$ cat config.mk
export PLATFORM = sky130hd
export DESIGN_NAME = intt_pass_scheduler
export DESIGN_NICKNAME = d
export VERILOG_FILES = /design/src/rtl/intt_pass_scheduler.sv
export SDC_FILE = /design/constraint.sdc
export NUM_CORES = 1
export LEC_CHECK = 0
export ABC_AREA = 1
export CORE_MARGIN = 5
export CORE_UTILIZATION = 47
export DETAILED_ROUTE_END_ITERATION = 12
export PLACE_DENSITY = 0.85
export SETUP_SLACK_MARGIN = 0.2
export SLEW_MARGIN = 40
export SYNTH_ARGS = -nofsm -noshare
export SYNTH_HDL_FRONTEND = slang
export SYNTH_SLANG_ARGS = --single-unit
$ cat constraint.sdc
create_clock -name clk -period 2.75 [get_ports clk]
set_input_delay 0.275 -clock clk [delete_from_list [all_inputs] [get_ports clk]]
set_output_delay 0.275 -clock clk [all_outputs]
set_load 0.01 [all_outputs]
$ cat src/rtl/intt_pass_scheduler.sv
// rtl/intt_pass_scheduler.sv - splits one inverse NTT into iNTTControl_v2 passes of up to LOGE levels
module intt_pass_scheduler #(
  parameter int LOGN    = 13,
  parameter int LOGE    = 3,
  parameter int FSIZE   = 32,
  parameter int TIMEOUT = 4096
) (
  input  logic             clk,
  input  logic             rstn,
  input  logic             cmd_valid,
  output logic             cmd_ready,
  input  logic [FSIZE-1:0] cmd_p,
  input  logic [LOGE-1:0]  cmd_diff_logN,
  output logic             start_NTT,
  output logic [FSIZE-1:0] p,
  output logic [LOGE-1:0]  NTT_levels,
  output logic [LOGN-1:0]  NTT_base_level,
  output logic [LOGE-1:0]  diff_logN,
  input  logic             NTT_working,
  output logic [LOGN-1:0]  pass_idx,
  output logic             done,
  output logic             error
);

  typedef enum logic [2:0] {
    S_IDLE,
    S_ISSUE,
    S_WAIT_START,
    S_WAIT_DONE,
    S_DONE
  } state_t;

  localparam int RW = LOGN + 1;
  localparam int CW = $clog2(TIMEOUT + 1);
  localparam logic [CW-1:0] CNT_LAST = CW'(TIMEOUT - 1);
  localparam logic [RW-1:0] LOGE_R   = RW'(LOGE);

  state_t           state_q, state_d;
  // Levels still to run after the pass currently issued; doubles as that pass's base level.
  logic [RW-1:0]    rem_q, rem_d;
  logic [LOGE-1:0]  lvls_q, lvls_d;
  logic [FSIZE-1:0] p_q, p_d;
  logic [LOGE-1:0]  diff_q, diff_d;
  logic [LOGN-1:0]  pass_q, pass_d;
  logic             err_q, err_d;
  logic [CW-1:0]    cnt_q, cnt_d;

  logic [31:0]      diff_wide;
  logic [RW-1:0]    l_cmd;
  logic [RW-1:0]    r_src;
  logic [RW-1:0]    n_ext;
  logic [LOGE-1:0]  n_src;

  // Active level count of a new command (saturating at 0) and the size of the next pass.
  always_comb begin
    diff_wide = 32'(cmd_diff_logN);
    l_cmd     = (diff_wide >= 32'(LOGN)) ? '0 : RW'(32'(LOGN) - diff_wide);
    r_src     = (state_q == S_IDLE) ? l_cmd : rem_q;
    n_ext     = (r_src < LOGE_R) ? r_src : LOGE_R;
    n_src     = LOGE'(n_ext);
  end

  // Next-state logic: pass sequencing, per-phase timeout and command latching.
  always_comb begin
    state_d = state_q;
    rem_d   = rem_q;
    lvls_d  = lvls_q;
    p_d     = p_q;
    diff_d  = diff_q;
    pass_d  = pass_q;
    err_d   = err_q;
    cnt_d   = cnt_q;
    case (state_q)
      S_IDLE: begin
        if (cmd_valid) begin
          p_d    = cmd_p;
          diff_d = cmd_diff_logN;
          pass_d = '0;
          err_d  = 1'b0;
          if (l_cmd == '0) begin
            state_d = S_DONE;
          end else begin
            state_d = S_ISSUE;
            lvls_d  = n_src;
            rem_d   = r_src - n_ext;
          end
        end
      end
      S_ISSUE: begin
        state_d = S_WAIT_START;
        cnt_d   = '0;
      end
      S_WAIT_START: begin
        if (NTT_working) begin
          state_d = S_WAIT_DONE;
          cnt_d   = '0;
        end else if (cnt_q == CNT_LAST) begin
          err_d   = 1'b1;
          state_d = S_DONE;
        end else begin
          cnt_d = cnt_q + CW'(1);
        end
      end
      S_WAIT_DONE: begin
        if (!NTT_working) begin
          if (rem_q != '0) begin
            state_d = S_ISSUE;
            pass_d  = pass_q + LOGN'(1);
            lvls_d  = n_src;
            rem_d   = r_src - n_ext;
          end else begin
            state_d = S_DONE;
          end
        end else if (cnt_q == CNT_LAST) begin
          err_d   = 1'b1;
          state_d = S_DONE;
        end else begin
          cnt_d = cnt_q + CW'(1);
        end
      end
      S_DONE: begin
        state_d = S_IDLE;
      end
      default: begin
        state_d = S_IDLE;
      end
    endcase
  end

  // State and datapath registers; reset drops any pass in flight.
  always_ff @(posedge clk or negedge rstn) begin
    if (!rstn) begin
      state_q <= S_IDLE;
      rem_q   <= '0;
      lvls_q  <= '0;
      p_q     <= '0;
      diff_q  <= '0;
      pass_q  <= '0;
      err_q   <= 1'b0;
      cnt_q   <= '0;
    end else begin
      state_q <= state_d;
      rem_q   <= rem_d;
      lvls_q  <= lvls_d;
      p_q     <= p_d;
      diff_q  <= diff_d;
      pass_q  <= pass_d;
      err_q   <= err_d;
      cnt_q   <= cnt_d;
    end
  end

  assign cmd_ready      = (state_q == S_IDLE);
  assign start_NTT      = (state_q == S_ISSUE);
  assign done           = (state_q == S_DONE);
  assign p              = p_q;
  assign NTT_levels     = lvls_q;
  assign NTT_base_level = rem_q[LOGN-1:0];
  assign diff_logN      = diff_q;
  assign pass_idx       = pass_q;
  assign error          = err_q;

endmodule

==> impl_metrics.ini <==
[outcome]
outcome = complete, no violations

[floorplanning]
die_w_microns = 106
die_area_sq_mm = 0.0113
start_util = 0.476
design.core.area_sq_mm = 0.00915
die_height_microns = 106
rows = 35
top_level_ports = 107

[clock_tree]
cts_buffer_depth = 2
clock_latency_ps = 350
cts_tree = built
numCtsBuffers = 9
htree_num_levels = 3
cts_sinks = 82
clk_pin_slew_ps = 90
root_buffer = clkbuf_8

[logic_synthesis]
yosys.area.top_type_share = 0.471
synth_area_sq_mm = 0.00435
synth-edff-count = 0
postSynthAreaPerCell_sq_um = 7.93
synth_ff_type = dfrtp_1
synth-seq-area-share = 0.471
async_reset_ff_frac = 1.00
synth_top_area_cell = dfrtp_1
synth_nets = 592
netlist_instances = 549
synth_cell_types = 37
synthTopCellsByArea = dfrtp_1, nand2_1, inv_1
ys_ff_latch = 82
ys.warnings.count = 0

[grt]
grt_pass1_vias = 3904
grt_max_degree = 83
grt_overflow = 0
grt_pass1_wl_microns = 18300
antenna_found_initial = 0
grt_use_total = 0.198

[sta]
clock.fmax_mhz = 416
skew_ps = 5.58
final-setup-viol-count = 0
relSlewSlack = 0.576
fin_setup_tns_ps = 0
hold_viol_final = 0
rsz0062_at_grt = false
post-route-min-period_ps = 2400
worst_pin_slew_ps = 634
drv_slew = 0
post-route-period-util = 0.874

[cells_and_area]
drive_gt1_frac = 0.0942
diodes = 0
layout.nets = 696
final_cell_mix = nand2_1, clkdlybuf4s50_1, dfrtp_1, inv_1, nor2_1
area_growth_pct = 31.5
layout_commonest_cell = nand2_1

[drt]
wire_per_inst_microns = 14.7
vias = 4106
wirelength_microns = 11300
drc_errors = 0
drt-pass1-iter-count = 5
drt-vias-per-instance = 5.34
final_antenna_net_count = 0
drt_iter0_markers = 370

[critical_path]
cp.required_ps = 2990
critPathCaptureType = register
cp-start-kind = input port
crit_type = input port to register
cp_max_fo = 5
cp.arrival_ps = 2650

[placed_design]
port_buffers = 106
gp_congestion = 0.891
dp_hpwl_microns = 7930

[flow_run]
maxCapViolations = 0

[pwr]
max-vdd-ir-drop_mv = 0.778
power.density_mw_per_mm2 = 1030
leakage_nw = 2.72
power_mw = 5.90

[worst_hold_path]
hp-class = input port to register
cells in the mapped netlist, types with 3 or more instances:
cell type / number
xor2_1: 10
o2111ai_1: 3
nor3_1: 13
nor2_1: 40
a31oi_1: 3
buf_2: 5
dfrtp_1: 82
o31ai_1: 6
nand4_1: 8
buf_4: 14
inv_2: 5
ha_1: 4
nand2_1: 191
o21ai_0: 31
nand2_2: 5
nor4_1: 6
nand2_4: 4
inv_1: 49
nand3_1: 30
buf_6: 5
a21oi_1: 13
area by class of cell:
cell class / instances / area, sq um
inverter: 54 / 205
clock inverter: 6 / 73.8
tap: 111 / 139
sequential: 82 / 2060
timing repair buffer: 119 / 1160
multi-input combinational: 387 / 1950
fill: 718 / 3430
clock buffer: 10 / 138
stage by stage:
stage / util / cells / cell area, sq um / setup slack, ps / hold WS, ps
after global placement: 0.588 / 743 / 5380 / 158 / 461
after floorplan: - / 549 / 4350 / 481 / -20.6
after global routing: 0.625 / 769 / 5720 / 180 / 452
after detailed placement: 0.589 / 743 / 5390 / 34.1 / 376
final: 0.625 / 769 / 5720 / 346 / 446
after CTS: 0.613 / 760 / 5610 / 224 / 440
sequential cells by signal, indices dropped and copies added (netlist names):
| name | flops |
|---|---|
| p | 32 |
| rem_q | 14 |
| cnt_q | 13 |
| pass_idx | 13 |
| NTT_levels | 3 |
| diff_logN | 3 |
| state_q | 3 |
| error | 1 |
cell families after synthesis:
kind of cell | share of synthesized area
xor+xnor | 0.0241
flops | 0.471
fa+ha+maj | 0.0115
compound gates | 0.0836
simple gates | 0.317
buf+inv | 0.0920
repair_timing:
action | in CTS | in global routing
hold buffers | 1 | 0
setup buffers | 0 | 8
endpoints found under the setup margin | 3 | 5
hold endpoints to repair | 23 | 0
gates cloned | 0 | 1
pin swaps | 0 | 6
resized for setup | 2 | 11
per-layer routing:
metal	vias to the layer above	global-route usage	routed length [microns]
met3	23	0.0747	1210
li1	1970	-	-
met4	0	0.0537	161
met1	1934	0.245	4630
met5	-	0	0
met2	179	0.324	5320
where the power goes:
part | switching, mW | internal (mW) | total [mW]
logic | 1.73 | 1.30 | 3.04
clock network | 0.482 | 0.456 | 0.938
registers | 0.325 | 1.60 | 1.92
total | 2.54 | 3.36 | 5.90
worst max-delay path, stage by stage:
cell and delay, ps:
clkdlybuf4s50_1 440, ha_1 300, inv_1 80, nand3_1 120, nand2_2 110, nor2_2 40, nand3_1 110, nand2_1 110
ha_1 260, nor2_4 150, nand4_4 130, nor3_4 250, nand3_1 100, nand3_1 100, nand2_1 50
final timing paths:
check,start,to,slack [ps],cells past startpoint
min in group asynchronous,rstn,p[24],500,2
worst min register to register,p[14],p[14],490,2
max in group asynchronous,rstn,state_q[1],1770,2
worst max register to register,state_q[0],rem_q[10],360,13
worst max-delay path,cmd_diff_logN[1],rem_q[10],350,15
worst min-delay path,cmd_p[14],p[14],450,3
Note: power is estimated with default switching activity, not from simulation.
==> RTL edit 1, RTL diff (same settings) <==
Register the output `NTT_base_level`, cleared by the reset; this adds one clock of latency there. The other outputs are not delayed to match.
--- a/src/rtl/intt_pass_scheduler.sv
+++ b/src/rtl/intt_pass_scheduler.sv
@@ -155,7 +155,13 @@
   assign done           = (state_q == S_DONE);
   assign p              = p_q;
   assign NTT_levels     = lvls_q;
-  assign NTT_base_level = rem_q[LOGN-1:0];
+  always_ff @(posedge clk or negedge rstn) begin
+    if (!rstn) begin
+      NTT_base_level <= '0;
+    end else begin
+      NTT_base_level <= rem_q[LOGN-1:0];
+    end
+  end
   assign diff_logN      = diff_q;
   assign pass_idx       = pass_q;
   assign error          = err_q;
Formal check against the unedited RTL: not equivalent (a bounded check fails within 4 cycles, from zero or initial values and one cycle with rstn low).
==> RTL edit 1 against the original RTL <==
  * Setup slack better by 0.13 ns
  * Area after synthesis is 7.6% higher
  * Combinational power is 5% higher
  * Sequential power is 14% higher
  * Power is 5.8% higher
  * Worst hold slack worse by 0.061 ns
  * Synthesized cell count is 7.7% higher
  * Clock power is 8.7% lower
  * Count of clock-buffer cells in the layout stayed put
  * Wire length is 3.2% higher
  * Design area is 6.1% higher
  * Sequential cell count is 13 higher
  * Critical path depth stayed put
  * Critical endpoint is now rem_q[8]
==> RTL edit 1: results <==
group,metric,value,unit
pwr,leakagePower,2.90,nW
timing,final.setup_skew,0.0124,ns
clock_tree,max_clock_buf_depth,2,
yosys,yosys_most_used_dff,"sky130_fd_sc_hd__dfrtp_1",
yosys,ys_seq_area_share,50.7,%
placed_design,placed_cells_incl_taps,819,
placed_design,numPortBuffers,106,
routing,drc,0,
global_routing,gr_util_all_layers,20.0,%
clock_tree,clk_root_buffer_cell,"sky130_fd_sc_hd__clkbuf_8",
timing,timing_hold_violations_final,0,
cells_and_area,fill_cell_count,836,
global_routing,antenna_found_initial,0,
global_routing,first_global_vias,4129,
yosys,top_cells_by_area_synth,"sky130_fd_sc_hd__dfrtp_1 (51%), sky130_fd_sc_hd__nand2_1 (17%), sky130_fd_sc_hd__inv_1 (4.4%), sky130_fd_sc_hd__nor2_1 (3.9%), sky130_fd_sc_hd__nand3_1 (3.7%)",
cells_and_area,layout-drive-gt1-share,7.94,%
yosys,postSynthCellCount,591,
placed_design,detailed_place_hpwl,8630,um
clock_tree,cts_max_level,3,
cells_and_area,number_of_flip_flops_under_the_largest_register_name,32,
yosys,post_synth_cell_types,40,
global_routing,grt_max_degree,50,
yosys,ys_top_cells_by_count,"sky130_fd_sc_hd__nand2_1 (208), sky130_fd_sc_hd__dfrtp_1 (95), sky130_fd_sc_hd__inv_1 (55)",
cells_and_area,diodes,0,
global_routing,total_congestion_overflow,0,
yosys,net_count_after_synthesis,634,
pwr,max-vdd-ir-drop,571,uV
routing,detailedRoute.firstIterationViolations,303,
setup_path,critical_path_arrival,2.53,ns
setup_path,critical_path_peak_fanout,18,
cells_and_area,nets,743,
placed_design,gp_routability_congestion,0.925,
outcome,run_status,"complete, no violations",
setup_path,critPathMaxStageDelay,0.47,ns
global_routing,grt_pass1_wl,19200,um
clock_tree,clk_latency,0.37,ns
timing,tightest_slew,0.611,ns
worst_hold_path,timing.hold.worst.class,"reg -> reg",
cells_and_area,layout.cells.non_filler,838,
routing,post_drt_via_cell_ratio,5.17,
placed_design,dp_slack,0.0759,ns
routing,drt_wl_total,11700,um
routing,detail_route.first_pass.iterations,4,
setup_path,timing.critical_path.slowest_stage_cell,"sky130_fd_sc_hd__dfrtp_1",
-- RTL edit 1: final cells by class --
cell class                 count  area share (%)
multi-input combinational    418            32.6
tap                          133            2.74
inverter                      63            4.04
clock inverter                 6           0.721
sequential                    95            39.1
timing repair buffer         113            18.5
clock buffer                  10            2.27
-- RTL edit 1: kinds of logic (layout without fill, tap and decap cells) --
group,count (synthesis),in the layout,share of synthesized area [%]
xor gates and xnor gates,7,7,1.31
and+or+nand+nor,350,350,32.7
buffers and inverters,78,192,7.16
adders and majority gates,4,4,1.07
AOI/OAI and AO/OA,57,57,6.97
DFF,95,95,50.7
-- RTL edit 1: what timing repair did --
| item | in CTS | in global routing |
|---|---|---|
| hold buffers | 1 | 0 |
| buffers inserted | 0 | 2 |
| hold endpoints to repair | 46 | 0 |
| gates resized for setup | 0 | 3 |
| setup endpoints to repair | 0 | 7 |
-- RTL edit 1: metal layers --
metal	part of all wire (%)	vias up	global-route usage (%)	wire [um]
met1	43	2067	26.9	4980
met5	0	-	0	0
met2	49	137	31.5	5760
met4	2.2	0	8.46	255
li1	-	2108	-	-
met3	5.9	20	4.05	692
-- RTL edit 1: final timing paths --
kind	startpoint	endpoint	slack [ns]	cells past startpoint
max	state_q[1]	rem_q[8]	0.48	15
min	rem_q[1]	NTT_base_level[1]	0.38	0
max reg2reg	state_q[1]	rem_q[8]	0.48	15
min reg2reg	rem_q[1]	NTT_base_level[1]	0.38	0
max in group asynchronous	rstn	p[9]	1.63	3
min in group asynchronous	rstn	cnt_q[10]	0.45	2
-- RTL edit 1: through the flow --
step	hold WS, ns	cell area (sq um)
2_1_floorplan	-0.0206	4680
3_3_place_gp	0.331	5860
3_5_place_dp	0.332	5860
4_1_cts	0.386	6050
5_1_grt	0.415	6070
6_report	0.385	6070
-- RTL edit 1: where the power goes --
| part | internal, W | switching [W] |
|---|---|---|
| registers | 0.00185 | 0.000333 |
| logic | 0.00132 | 0.00187 |
| clock network | 0.000357 | 0.000500 |
| total | 0.00353 | 0.00271 |
==> RTL edit 2, RTL diff (same settings) <==
Without the edit above. Set the parameter `FSIZE` to 64 (it was 32).
--- a/src/rtl/intt_pass_scheduler.sv
+++ b/src/rtl/intt_pass_scheduler.sv
@@ -2,7 +2,7 @@
 module intt_pass_scheduler #(
   parameter int LOGN    = 13,
   parameter int LOGE    = 3,
-  parameter int FSIZE   = 32,
+  parameter int FSIZE   = 64,
   parameter int TIMEOUT = 4096
 ) (
   input  logic             clk,
Ports: changed (resized cmd_p and p); port bits go from 107 to 171. No check against the original RTL was run, so the function may have changed too.
==> RTL edit 2 against the original RTL <==
  * Design area increased by 39%
  * Power up 56%
  * Wire length grew 32%
  * Sequential power up 44%
  * Count of clock-buffer cells in the layout up 8
  * Setup slack improved by 0.036 ns
  * First-iteration DRC count is 9.2% lower
  * Area after synthesis is 27% higher
  * Non-clock buffer count is 59 higher
  * Sequential cell count is 32 higher
  * Critical path type is now reg -> reg
==> RTL edit 2: results <==
group,metric,value,unit
clock_tree,clk_root_buffer_cell,"sky130_fd_sc_hd__clkbuf_16",
yosys,synth_compound_area_share,7.82,%
yosys,postSynthCellCount,686,
placed_design,numPortBuffers,170,
placed_design,detailed_place_hpwl,10300,um
cells_and_area,nets,927,
timing,fin_crit_sh,86.1,%
setup_path,setup.worst_path.end,"rem_q[12]",
global_routing,gr_util_all_layers,21.4,%
timing,hold_slack,0.387,ns
yosys,synth-adder-area-share,0.902,%
clock_tree,cts_max_level,4,
placed_design,dp_slack,0.154,ns
pwr,intPower,0.00562,W
outcome,run_status,"complete, no violations",
pwr,leakagePower,3.75,nW
pwr,seq-power,0.00277,W
clock_tree,cts_repair_resize_count,0,
clock_tree,clkSlewWorstSetupHoldPaths,0.06,ns
global_routing,grt_max_degree,61,
routing,vias,5123,
setup_path,reg2reg_slack,0.38,ns
worst_hold_path,timing.hold.worst_endpoint,"p[59]",
setup_path,timing.critical_path.slowest_stage_cell,"sky130_fd_sc_hd__dfrtp_2",
clock_tree,clk_latency,0.42,ns
setup_path,critical_path_arrival,2.67,ns
RTL edit 2: cell types whose count changed after synthesis, sizes merged, moves of 3 or more:
cell	before	now
nand2	200	295
dfrtp	82	114
a31oi	3	10
nor2	46	52
nor3	15	9
xor2	10	5
o21ai	32	28
clkbuf	1	4
RTL edit 2: per-layer routing:
metal	share of wire (%)	track usage [%]	routed length (um)	vias to the layer above
li1	-	-	-	2519
met1	41	27.0	6070	2388
met2	49	33.7	7360	182
met3	7.1	7.07	1070	34
met4	3.0	9.63	441	0
met5	0	0	0	-
RTL edit 2: final cells by class:
type | count | area [sq um] | share of cell area (%)
clock buffer | 18 | 439 | 5.51
timing repair buffer | 178 | 1800 | 22.6
inverter | 56 | 215 | 2.70
sequential | 114 | 2860 | 35.8
clock inverter | 14 | 178 | 2.23
multi-input combinational | 485 | 2300 | 28.9
tap | 143 | 179 | 2.24
